===== config.mk =====
export PLATFORM = sky130hd
export DESIGN_NAME = addr_gen_wr_hc
export DESIGN_NICKNAME = d
export VERILOG_FILES = /design/src/rtl/addr_gen_wr_hc.sv
export SDC_FILE = /design/constraint.sdc
export NUM_CORES = 1
export LEC_CHECK = 0
export ABC_AREA = 1
export BUFFER_PORTS_ARGS = -buffer_cell sky130_fd_sc_hd__buf_2
export CAP_MARGIN = 20
export CELL_PAD_IN_SITES_DETAIL_PLACEMENT = 1
export CELL_PAD_IN_SITES_GLOBAL_PLACEMENT = 1
export CORE_MARGIN = 2
export CORE_UTILIZATION = 25
export DETAILED_ROUTE_END_ITERATION = 12
export MAX_ROUTING_LAYER = met4
export PLACE_DENSITY = 0.61
export SLEW_MARGIN = 20
export SYNTH_ARGS = -nofsm -noshare
export SYNTH_HDL_FRONTEND = slang
export SYNTH_SLANG_ARGS = --single-unit

===== constraint.sdc =====
create_clock -name clk -period 1.8 [get_ports clk]
set_input_delay 0.09 -clock clk [delete_from_list [all_inputs] [get_ports clk]]
set_output_delay 0.09 -clock clk [all_outputs]
set_load 0.01 [all_outputs]

===== src/rtl/addr_gen_wr_hc.sv =====
// Write-side address generator for the H and C state memories.
// Zero-fills the t=-1 slot (addresses 0..NUM_CELL-1), then writes each
// accepted h/c pair for timestep t, cell k at address NUM_CELL*(t+1)+k.
module addr_gen_wr_hc #(
    parameter int ADDR_WIDTH = 12,
    parameter int DATA_WIDTH = 16,
    parameter int TIMESTEP   = 7,
    parameter int NUM_CELL   = 8
) (
    input  logic                  clk,
    input  logic                  rst,
    input  logic                  start,
    input  logic                  i_valid,
    input  logic [DATA_WIDTH-1:0] i_h,
    input  logic [DATA_WIDTH-1:0] i_c,
    output logic                  o_ready,
    output logic [ADDR_WIDTH-1:0] o_addr,
    output logic                  o_we,
    output logic [DATA_WIDTH-1:0] o_data_h,
    output logic [DATA_WIDTH-1:0] o_data_c,
    output logic [ADDR_WIDTH-1:0] o_timestep,
    output logic                  o_done
);

    localparam logic [ADDR_WIDTH-1:0] INIT_LAST = ADDR_WIDTH'(NUM_CELL - 1);
    localparam logic [ADDR_WIDTH-1:0] LAST_ADDR = ADDR_WIDTH'(NUM_CELL * (TIMESTEP + 1) - 1);
    localparam logic [ADDR_WIDTH-1:0] FIRST_PTR = ADDR_WIDTH'(NUM_CELL);

    typedef enum logic [1:0] {
        IDLE,
        INIT,
        RUN,
        DONE
    } state_t;

    state_t                state;
    logic [ADDR_WIDTH-1:0] ptr;
    // cell_cnt = ptr mod NUM_CELL, ts_cnt = ptr/NUM_CELL - 1, kept as counters
    logic [ADDR_WIDTH-1:0] cell_cnt;
    logic [ADDR_WIDTH-1:0] ts_cnt;

    // Frame sequencing FSM with all outputs registered
    always_ff @(posedge clk) begin
        if (rst) begin
            state      <= IDLE;
            o_addr     <= '0;
            o_we       <= 1'b0;
            o_data_h   <= '0;
            o_data_c   <= '0;
            o_timestep <= '0;
            o_ready    <= 1'b0;
            o_done     <= 1'b0;
            ptr        <= '0;
            cell_cnt   <= '0;
            ts_cnt     <= '0;
        end else begin
            case (state)
                IDLE, DONE: begin
                    o_we <= 1'b0;
                    if (start) begin
                        state    <= INIT;
                        o_addr   <= '0;
                        o_we     <= 1'b1;
                        o_data_h <= '0;
                        o_data_c <= '0;
                        o_done   <= 1'b0;
                    end
                end
                INIT: begin
                    if (o_addr == INIT_LAST) begin
                        state      <= RUN;
                        o_we       <= 1'b0;
                        o_ready    <= 1'b1;
                        ptr        <= FIRST_PTR;
                        cell_cnt   <= '0;
                        ts_cnt     <= '0;
                        o_timestep <= '0;
                    end else begin
                        o_addr   <= o_addr + 1'b1;
                        o_we     <= 1'b1;
                        o_data_h <= '0;
                        o_data_c <= '0;
                    end
                end
                RUN: begin
                    if (i_valid && o_ready) begin
                        o_addr     <= ptr;
                        o_we       <= 1'b1;
                        o_data_h   <= i_h;
                        o_data_c   <= i_c;
                        o_timestep <= ts_cnt;
                        ptr        <= ptr + 1'b1;
                        if (cell_cnt == INIT_LAST) begin
                            cell_cnt <= '0;
                            ts_cnt   <= ts_cnt + 1'b1;
                        end else begin
                            cell_cnt <= cell_cnt + 1'b1;
                        end
                        if (ptr == LAST_ADDR) begin
                            state   <= DONE;
                            o_ready <= 1'b0;
                            o_done  <= 1'b1;
                        end
                    end else begin
                        o_we <= 1'b0;
                    end
                end
                default: begin
                    state   <= IDLE;
                    o_we    <= 1'b0;
                    o_ready <= 1'b0;
                    o_done  <= 1'b0;
                end
            endcase
        end
    end

endmodule


; ---- Yosys cells after proc, flatten, opt, wreduce, memory -nomap -nowiden
; Index checks and enable logic that the tools add are counted.
[word_totals]
reg_bits = 97
output_inout_bits = 59
wordCells = 77
[classes]
addsub = 4
eq_ne = 12
n_mux = 39
n_reduce_logical = 11
[op_table]
columns = cell, n
row1 = 12-bit 2-to-1 mux, 11
row2 = 12-bit one-hot mux with 2 select lines, 4
row3 = 16-bit one-hot mux with 3 select lines, 2
row4 = 16-bit 2-to-1 mux, 4
row5 = 12-bit by 1-bit adder with 12-bit output (second input constant), 4
row6 = 12-bit one-hot mux with 3 select lines, 1
row7 = 12-bit by 3-bit equality test with 1-bit output (second input constant), 2
row8 = 4-bit AND reduction, 4
row9 = 12-bit by 6-bit equality test with 1-bit output (second input constant), 1
row10 = 2-bit inequality test (second input constant), 6
row11 = 1-bit 2-to-1 mux, 9
row12 = 2-bit 2-to-1 mux, 4
row13 = 2-bit one-hot mux with 3 select lines, 1
row14 = 3-bit AND reduction, 2
row15 = 2-bit equality test (second input constant), 2
row16 = 1-bit one-hot mux with 2 select lines, 2
row17 = 2-bit nonzero test, 2
row18 = 1-bit one-hot mux with 3 select lines, 1
row19 = 2-bit by 1-bit equality test with 1-bit output (second input constant), 1
row20 = 2-bit zero test, 1
row21 = 2-bit OR reduction, 1
row22 = 1-bit logical AND, 1

; ---- Depth between registers and ports, before layout
; Gate-level depths: netlist (run 1).
[depth]
word_depth = 4
ltp_mapped = 12
mapped_depth_nobuf = 10

; ---- Worst setup path before layout (run 1)
; No wires, ideal clock.
[synth_path]
path_type = register to register
from = reg state[0]
to = reg ts_cnt[9]
setup_ps = 132
arrival_ps = 1579
setup_slack_ps = 89
path_stages_with_launch = 11
n_path_buf = 2
synth_period_minus_slack_ps = 1711
path_cell_list = dfxtp_1 > inv_1 > ha_1 > inv_1 > clkbuf_1 > nand2_1 > nand2_1 > nand3_1 > buf_2 > nand2_1 > a21oi_1
[synth_between]
elab_chain_cells = 3
elab_cells_between_ends = 8
classes_between = 5 x eq/ne / 1 x mux / 2 x reduce/logical
[synth_rtl]
columns = item, line
row1 = "start, declared", 36  ; state_t state;
row2 = "start signal, assigned", 45  ; state <= IDLE;
row3 = "start signal, assigned", 61  ; state <= INIT;
row4 = "start signal, assigned", 71  ; state <= RUN;
row5 = 2-bit equality test or 2-bit by 1-bit equality test with 1-bit output (tied branches), 57  ; case (state)
row6 = 2-bit inequality test (no source line) or 2-bit nonzero test (tied branches), n/a
row7 = 4-bit AND reduction (no source line), n/a
row8 = "end signal, assigned", 95  ; ts_cnt <= ts_cnt + 1'b1;
row9 = "end, declared", 40  ; logic [ADDR_WIDTH-1:0] ts_cnt;
; Several ways; a longest one is shown, not always the timed one.
; A chain may end at the register's enable or synchronous reset.

; ---- Final worst setup path (run 1)
[layout_path]
from = reg state[0]
to = reg o_data_h[10]
[layout_between]
elab_chain_cells = 4
elab_cells_between_ends = 10
classes_between = 6 x eq/ne / 1 x mux / 3 x reduce/logical
[layout_rtl]
columns = item, line
row1 = 2-bit equality test or 2-bit zero test (tied branches), 57
row2 = 2-bit OR reduction, 57
row3 = 2-bit inequality test (no source line), n/a
row4 = 3-bit AND reduction (no source line), n/a
row5 = "end signal, assigned", 89  ; o_data_h <= i_h;
row6 = "end, declared", 19  ; output logic [DATA_WIDTH-1:0] o_data_h,
; Several ways; a longest one is shown, not always the timed one.

==> flow_summary.ini, run 1 <==
[worst_setup_path]
slowest_delay_ps = 370
cp_top_family = buffers and inverters
cp_num_cells = 11
critPathKind = flop to flop
cp_max_fo = 20
worstReg2RegStart = state[0]$_SDFFE_PP0P_
cp-end-kind = flop
crit_top_cell = inv_2
cp-start-kind = flop
cp_data_required_time_ps = 2050
r2r_slack_ps = 70
path_buf_inv = 5
slowest_stage = dfxtp_2
critPathArrivalTime_ps = 1980
worstPathCellList = inv_1 > ha_4 > inv_2 > nor2_4 > inv_2 > nand3_2 > inv_6 > buf_6 > nand2_1 > o21ai_1 > nor2_1
rr_worst_depth = 11
critPathCapture = o_data_h[10]$_SDFFE_PP0P_
reg2reg_to = o_data_h[10]$_SDFFE_PP0P_
crit_start = state[0]$_SDFFE_PP0P_

[placed_design]
gp_congestion = 0.803
portBuffers = 94
hpwlAfterDp_mm = 11.5
placedCellCount = 1185

[timing]
finalClockSkew_ps = 9.69
tns_ps = 0
tightest_slew_ps = 506
setup_viol = 0
slew_viol_final = 0
finalCritPeriodShare_pct = 95.9
maxSlewHeadroom_pct = 66.1
max_clock_freq_mhz = 579
hold_violations = 0
fin_crit_ps = 1730
grt_setup_unrepaired = true
hold_slack_ps = 43.1

[clock_network]
cts_hold_buffers = 0
cts.path.max_buffers = 2
cts_sinks = 97
path_clk_slew_ps = 80
cts_tree = yes
htree_levels = 3
clkLatencyLatePin_ps = 360
root_buffer = clkbuf_16
cts_buffers = 9

[die]
start_util_pct = 25.4
die-area_um2 = 21600
die_x_um = 147
rows = 52
die_height_um = 147
core_area_um2 = 20200
io_pins = 95

[routing]
drt_wl_total_mm = 17.1
drt_first_iter_violations = 198
vias = 5470
post-route-drc-count = 0
firstDrtPassIters = 4
wire_per_inst_um = 14.2
drt-vias-per-instance = 4.53
final_antenna_net_count = 0

[hold_path]
min-delay-path-class = input port to flop

[yosys]
mappedNetlistNets = 854
synth_area_per_cell_um2 = 6.31
yosysWarnings = 0
synth_cells = 811
yosysSeqAreaShare_pct = 37.9
async_flop_share_pct = 0
synth_common_cells = nand2_1, nor2_1, dfxtp_1
ys.flop_type = dfxtp_1
synth_top_area_share_pct = 37.9
netlist_area_um2 = 5120
synth_top_area_cell = dfxtp_1
ys_top_cells_by_area = dfxtp_1, nand2_1, nor2_1
yosysMostFrequentCell = nand2_1
yosysUniqueCellTypes = 29
synth_edf_count = 0
synth-seq-cells = 97

[cells_and_area]
n_antenna_cell = 0
fin_util_pct = 32.9
layout-area-overhead-vs-synth_pct = 29.6
stdcell_count = 1208
fill_cells = 2623
nets = 976
drive_above_1_share_pct = 20.5

[pwr]
p_leak_uw = 0.00284
peakVddDrop_mv = 0.598
p_per_area_nw_per_um2 = 1250

[global_routing]
grt_start_max_net_pins = 57
antenna_found_initial = 0
grt_pass1_vias = 5540
grt_pass1_wl_mm = 27.5
grt_overflow = 0
grt_use_total_pct = 16.0

[flow_run]
drv_cap = 0

[run_status]
status = complete, no violations
## per-stage QoR
step	power [uW]	setup slack, ps	instance area [um2]
CTS	8000	-20.1	6460
global placement	5920	-72.1	6160
detailed placement	5950	-155	6160
global route	8830	-46.5	6630
floorplan	4700	88.5	5120
finish	8280	73.4	6630
## cell usage in the layout, fill, tap and decap left out, drive strengths merged, types with 8 or more instances in the layout
| cell type | n |
|---|---|
| a21oi | 59 |
| buf | 148 |
| clkbuf | 12 |
| dfxtp | 97 |
| inv | 53 |
| nand2 | 281 |
| nand3 | 58 |
| nand4 | 14 |
| nor2 | 139 |
| o21ai | 46 |
| xor2 | 8 |
## power by group
| group | internal, uW | switching, uW | total (uW) |
|---|---|---|---|
| combinational | 1400 | 2150 | 3560 |
| sequential | 2520 | 225 | 2740 |
| clock | 970 | 1010 | 1980 |
## state kept, by name (all words and copies together) (netlist names)
name,cells
o_timestep,12
o_we,1
cell_cnt,12
o_addr,12
state,2
o_done,1
o_ready,1
ptr,12
o_data_h,16
ts_cnt,12
o_data_c,16
## tightest hold or removal path: cells and delay by family
kind | cells | cell delay (ps)
AND/OR/NAND/NOR | 3 | 160
buffers and inverters | 1 | 80
AO/OA/AOI/OAI | 1 | 50
## repair_timing
item / 4_1_cts / 5_1_grt
pin swaps: 0 / 3
resized for setup: 4 / 24
endpoints found under the hold margin: 0 / 0
gates cloned: 0 / 3
buffers inserted: 0 / 4
endpoints found under the setup margin: 17 / 84
## cell type report
class / count / area (um2) / area share [%]
well taps: 270 / 338 / 5.09
repair buffers: 151 / 1050 / 15.8
clock inverters: 7 / 61.3 / 0.925
clock buffers: 9 / 225 / 3.40
flip-flops and latches: 97 / 1940 / 29.3
inverters: 49 / 191 / 2.89
multi-input cells: 625 / 2820 / 42.6
## how the worst min path moves through the flow
stage	from	slack (ps)	cells after the start	to
2_1_floorplan	start	260	2	o_we$_SDFF_PP0_
3_3_place_gp	i_h[6]	410	5	o_data_h[6]$_SDFFE_PP0P_
3_5_place_dp	i_c[8]	430	5	o_data_c[8]$_SDFFE_PP0P_
4_1_cts	i_c[12]	40	5	o_data_c[12]$_SDFFE_PP0P_
5_1_grt	i_h[9]	60	5	o_data_h[9]$_SDFFE_PP0P_
6_report	i_c[12]	40	5	o_data_c[12]$_SDFFE_PP0P_
## logic make-up (layout without fill, tap and decap cells)
logic type,after synthesis,in the layout,synth area share [%]
flops,97,97,37.9
simple gates,499,499,39.9
xor+xnor,8,8,1.37
fa+ha+maj,7,7,1.71
buf+inv,89,216,7.90
compound gates,111,111,11.2
## routing by layer
layer	track usage, %	part of all wire [%]
met1	21.3	52
met2	25.3	44
met3	3.07	3.4
met4	4.04	1.0
met5	-	0
(Power assumes the default switching activity.)
==> run 2: changes to the inputs <==
==> constraint.sdc (replaced) <==
create_clock -name clk -period 1.5 [get_ports clk]
set_input_delay 0.075 -clock clk [delete_from_list [all_inputs] [get_ports clk]]
set_output_delay 0.075 -clock clk [all_outputs]
set_load 0.01 [all_outputs]
==> flow_summary.ini, run 2 (synthesized netlist as in run 1, its figures left out) <==
[die]
die_height_um = 147
die-area_um2 = 21600
core_area_um2 = 20200
io_pins = 95
start_util_pct = 25.4
die_x_um = 147
rows = 52

[timing]
finalCritPeriodShare_pct = 111
hold_violations = 0
max_clock_freq_mhz = 603
maxSlewHeadroom_pct = 65.6
finalClockSkew_ps = 11.8
fin_crit_ps = 1660
tightest_slew_ps = 515
hold_slack_ps = 35.8
layout_setup_ws_ps = -159
grt_setup_unrepaired = true
setup_viol = 95
slew_viol_final = 0

[clock_network]
htree_levels = 3
cts_hold_buffers = 0
cts_tree = yes
cts_buffers = 9
cts_sinks = 97
cts.path.max_buffers = 2
path_clk_slew_ps = 80
clkLatencyLatePin_ps = 360
root_buffer = clkbuf_16

[worst_setup_path]
worstPathCellList = inv_2 > ha_4 > buf_8 > nor2_4 > nand2_8 > buf_12 > or2_0 > a21oi_1
cp_top_family = simple AND/OR/NAND/NOR gates
critPathKind = flop to flop
cp_max_fo = 7
cp_data_required_time_ps = 1780
crit_start = state[0]$_SDFFE_PP0P_
slowest_delay_ps = 390
path_buf_inv = 3
critPathArrivalTime_ps = 1940
worstReg2RegStart = state[0]$_SDFFE_PP0P_
slowest_stage = dfxtp_4
cp-end-kind = flop
cp-start-kind = flop

[global_routing]
antenna_found_initial = 0
grt.busiest_layer = met2
grt_use_met1_pct = 24.1
grt_pass1_wl_mm = 30.9
grt_start_max_net_pins = 39
gr-usage-met2_pct = 29.7
grt_pass1_vias = 6086
grt_overflow = 0
grt_use_total_pct = 18.2
met3_usage_pct = 2.76

[cells_and_area]
layout-area-overhead-vs-synth_pct = 56.8
layout_commonest_cell = nand2_1
design_area_um2 = 8030
layout_top_registers = o_data_c (16), o_data_h (16)
fin_util_pct = 39.8
nets = 1056
n_antenna_cell = 0
drive_above_1_share_pct = 39.6
layout_common_cells = nand2_1, nor2_1, buf_4, buf_2, dfxtp_1

[routing]
drt-vias-per-instance = 4.66
final_antenna_net_count = 0
drt_first_iter_violations = 230
wire_per_inst_um = 15.5
post-route-drc-count = 0
firstDrtPassIters = 4
vias = 6004
drt_wl_total_mm = 19.9

[flow_run]
drv_cap = 0

[run_status]
violations = setup timing
status = finished with violations

[pwr]
peakVddDrop_mv = 0.811
p_leak_uw = 0.00343
p_total_uw = 12200
p_per_area_nw_per_um2 = 1520

[hold_path]
min-delay-path-class = input port to flop
hold_start = i_h[13]

[placed_design]
hpwlAfterDp_mm = 12.0
pre_cts_ws_ps = -274
portBuffers = 94
gp_congestion = 0.796
place_area_um2 = 6580
## run 2: through the flow
step	TNS, ps	std cells
after floorplan	-91.0	811
after global placement	-10860	1237
after detailed placement	-13350	1237
after CTS	-3660	1270
after global routing	-15250	1288
final	-9820	1288
## run 2: cell type report
type                       instances  area [um2]
clock inverter                     6        47.5
multi-input combinational        626        3410
inverter                          49         218
timing repair buffer             230        1820
fill                            2576       12100
tap                              270         338
sequential                        97        1960
clock buffer                      10         229
## run 2: where the power goes
part	switching (uW)	leakage, uW	internal (uW)
Combinational	3570	0.00251	2980
Clock	1150	0.000130	1150
Sequential	300	0.000794	3040
## run 2: worst reg2reg max path, cell delays in order (launching register included)
cell and delay, ps:
dfxtp_4 390, inv_2 50, ha_4 250, buf_8 130, nor2_4 160, nand2_8 100
buf_12 160, or2_0 200, a21oi_1 140
## run 2: final timing paths
path	endpoint	slack, ps	cells after the start
setup / recovery	cell_cnt[0]$_SDFFE_PP0P_	-160	8
hold / removal	o_data_h[13]$_SDFFE_PP0P_	40	5
setup reg to reg	cell_cnt[0]$_SDFFE_PP0P_	-160	8
hold reg to reg	o_timestep[1]$_SDFFE_PP0P_	470	2
## run 2: layer usage
layer / routed length, um / vias up
met3: 653 / 17
met5: 0 / -
met1: 9610 / 2875
met2: 9470 / 112
met4: 183 / 0
li1: - / 3000
## run 2: timing repair
action	4_1_cts	5_1_grt
gates resized for setup	71	158
endpoints found under the hold margin	0	0
setup buffers	12	14
cloned	5	4
pin swaps	14	36
endpoints found under the setup margin	95	97
==> run 3: changes to the inputs <==
--- a/config.mk
+++ b/config.mk
@@ -14,7 +14,7 @@
 export CORE_UTILIZATION = 25
 export DETAILED_ROUTE_END_ITERATION = 12
 export MAX_ROUTING_LAYER = met4
-export PLACE_DENSITY = 0.61
+export PLACE_DENSITY = 0.59
 export SLEW_MARGIN = 20
 export SYNTH_ARGS = -nofsm -noshare
 export SYNTH_HDL_FRONTEND = slang
==> constraint.sdc (replaced) <==
create_clock -name clk -period 1.65 [get_ports clk]
set_input_delay 0.0825 -clock clk [delete_from_list [all_inputs] [get_ports clk]]
set_output_delay 0.0825 -clock clk [all_outputs]
set_load 0.01 [all_outputs]
==> flow_summary.ini, run 3 (synthesized netlist as in run 1, its figures left out) <==
[worst_setup_path]
crit_top_cell = nand3_4
slowest_delay_ps = 360
slowest_stage = dfxtp_2
worstPathCellList = ha_4 > nand3_4 > nor2_4 > buf_4 > nand3_4 > nand3_4 > clkinv_8 > clkbuf_16 > o21ai_1 > nor2_1
path_buf_inv = 3
critPathArrivalTime_ps = 1880
rr_worst_depth = 10
critPathKind = flop to flop
cp_max_fo = 9
cp_top_family = simple AND/OR/NAND/NOR gates
worstReg2RegStart = o_addr[0]$_SDFFE_PP0P_
cp-end-kind = flop
r2r_slack_ps = 10
cp-start-kind = flop
reg2reg_to = o_data_h[2]$_SDFFE_PP0P_
cp_data_required_time_ps = 1900

[die]
start_util_pct = 25.4
io_pins = 95
die_x_um = 147
die-area_um2 = 21600
core_area_um2 = 20200
rows = 52
die_height_um = 147

[timing]
hold_slack_ps = 42.0
max_clock_freq_mhz = 610
setup_viol = 0
tns_ps = 0
grt_setup_unrepaired = true
slew_viol_final = 0
fin_crit_ps = 1640
tightest_slew_ps = 363
maxSlewHeadroom_pct = 75.8
hold_violations = 0
finalClockSkew_ps = 10.5
finalCritPeriodShare_pct = 99.3

[placed_design]
hpwlAfterDp_mm = 11.9
placedCellCount = 1211
portBuffers = 94
gp_congestion = 0.808

[cells_and_area]
fill_cells = 2595
multi_input_area_um2 = 2990
seqCellArea_um2 = 1950
stdcell_count = 1249
layout_commonest_cell = nand2_1
n_antenna_cell = 0
layout-area-overhead-vs-synth_pct = 42.6
layout_common_cells = nand2_1, nor2_1, dfxtp_1, buf_2, buf_4
drive_above_1_share_pct = 26.9
layout_top_registers = o_data_c (16), o_data_h (16)
nets = 1018

[global_routing]
antenna_found_initial = 0
grt_pass1_vias = 5534
grt_overflow = 0
grt_pass1_wl_mm = 27.4
grt_start_max_net_pins = 57
grt_use_total_pct = 16.1

[clock_network]
htree_levels = 3
path_clk_slew_ps = 80
cts.path.max_buffers = 2
cts_buffers = 9
clkLatencyLatePin_ps = 360
root_buffer = clkbuf_16
cts_hold_buffers = 0
cts_tree = yes
cts_sinks = 97

[routing]
final_antenna_net_count = 0
vias = 5778
drt_wl_total_mm = 18.5
post-route-drc-count = 0
firstDrtPassIters = 4
wire_per_inst_um = 14.8
drt_first_iter_violations = 183
drt-vias-per-instance = 4.63

[pwr]
power_switching_uw = 4090
power_frac_seq_pct = 28.7
p_total_uw = 10400
combPwrFrac_pct = 48.9
peakVddDrop_mv = 0.666
swShare_pct = 39.2
p_per_area_nw_per_um2 = 1430
internal_power_uw = 6350
p_leak_uw = 0.00313
pwr-share-clk_pct = 22.5

[hold_path]
hold_depth = 5
worst_hold_path.endpoint = o_data_c[8]$_SDFFE_PP0P_
hold_start = i_c[8]
min-delay-path-class = input port to flop

[flow_run]
drv_cap = 0

[run_status]
status = complete, no violations
[run 3: changes by cell type in the layout (fill, tap and decap cells not counted), moves of 6 or more]
cell	change
a21oi_2	-28
buf_6	-12
nand2_2	-25
dfxtp_1	+6
nor2_4	-7
o21ai_2	-6
nand3_2	-6
nand2_1	+40
a21oi_1	+28
nor2_1	+10
nand2_4	-15
nand3_1	+6
buf_4	-24
[run 3: area by class of cell]
type / instances / area share (%)
Inverter: 49 / 2.88
Timing Repair Buffer: 193 / 20.5
Multi-Input combinational cell: 625 / 41.0
Clock buffer: 9 / 3.09
Tap cell: 270 / 4.63
Sequential cell: 97 / 26.7
Clock inverter: 6 / 1.25
[run 3: metal layers]
metal | up-vias | part of all wire, % | wire (um) | global-route usage (%)
li1 | 2919 | - | - | -
met1 | 2731 | 49 | 9080 | 21.4
met2 | 114 | 46 | 8490 | 25.4
met3 | 14 | 3.8 | 706 | 3.07
met4 | 0 | 1.1 | 210 | 3.65
met5 | - | 0 | 0 | -
[run 3: worst min-delay path, stage by stage]
cell and delay, ps:
buf_2 70, nand2_1 40, nand2_1 50, o21ai_1 50
nor2_1 70
[run 3: worst max-delay path by stage]
stage,from,to,slack [ps],depth (start not counted)
CTS,state[0]$_SDFFE_PP0P_,o_data_h[1]$_SDFFE_PP0P_,2,11
finish,o_addr[0]$_SDFFE_PP0P_,o_data_h[2]$_SDFFE_PP0P_,10,10
global placement,state[0]$_SDFFE_PP0P_,o_addr[6]$_SDFFE_PP0P_,-70,9
detailed placement,state[0]$_SDFFE_PP0P_,o_addr[3]$_SDFFE_PP0P_,-180,9
floorplan,state[0]$_SDFFE_PP0P_,o_data_h[11]$_SDFFE_PP0P_,10,11
global route,o_addr[0]$_SDFFE_PP0P_,o_data_h[2]$_SDFFE_PP0P_,-80,10
[run 3: what timing repair did]
item / 4_1_cts / 5_1_grt
setup endpoints to repair: 81 / 94
setup buffers: 2 / 9
gates cloned: 0 / 12
gates resized for setup: 10 / 70
pin swaps: 3 / 14
[run 3: stage by stage]
step	worst slack, ps	util (%)	area [um2]
global placement	-68.5	31.6	6370
global route	-76.6	36.2	7300
floorplan	12.3	-	5140
CTS	1.61	33.4	6730
detailed placement	-181	31.6	6370
finish	10.9	36.2	7300
[run 3: power by group through the flow]
stage / Sequential, uW / Clock, uW / Combinational (uW)
after floorplan: 3200 / 0 / 1960
after global placement: 3010 / 0 / 3660
after detailed placement: 3000 / 0 / 3700
after CTS: 2970 / 2430 / 3790
after global routing: 3050 / 2500 / 5530
final: 3000 / 2350 / 5100
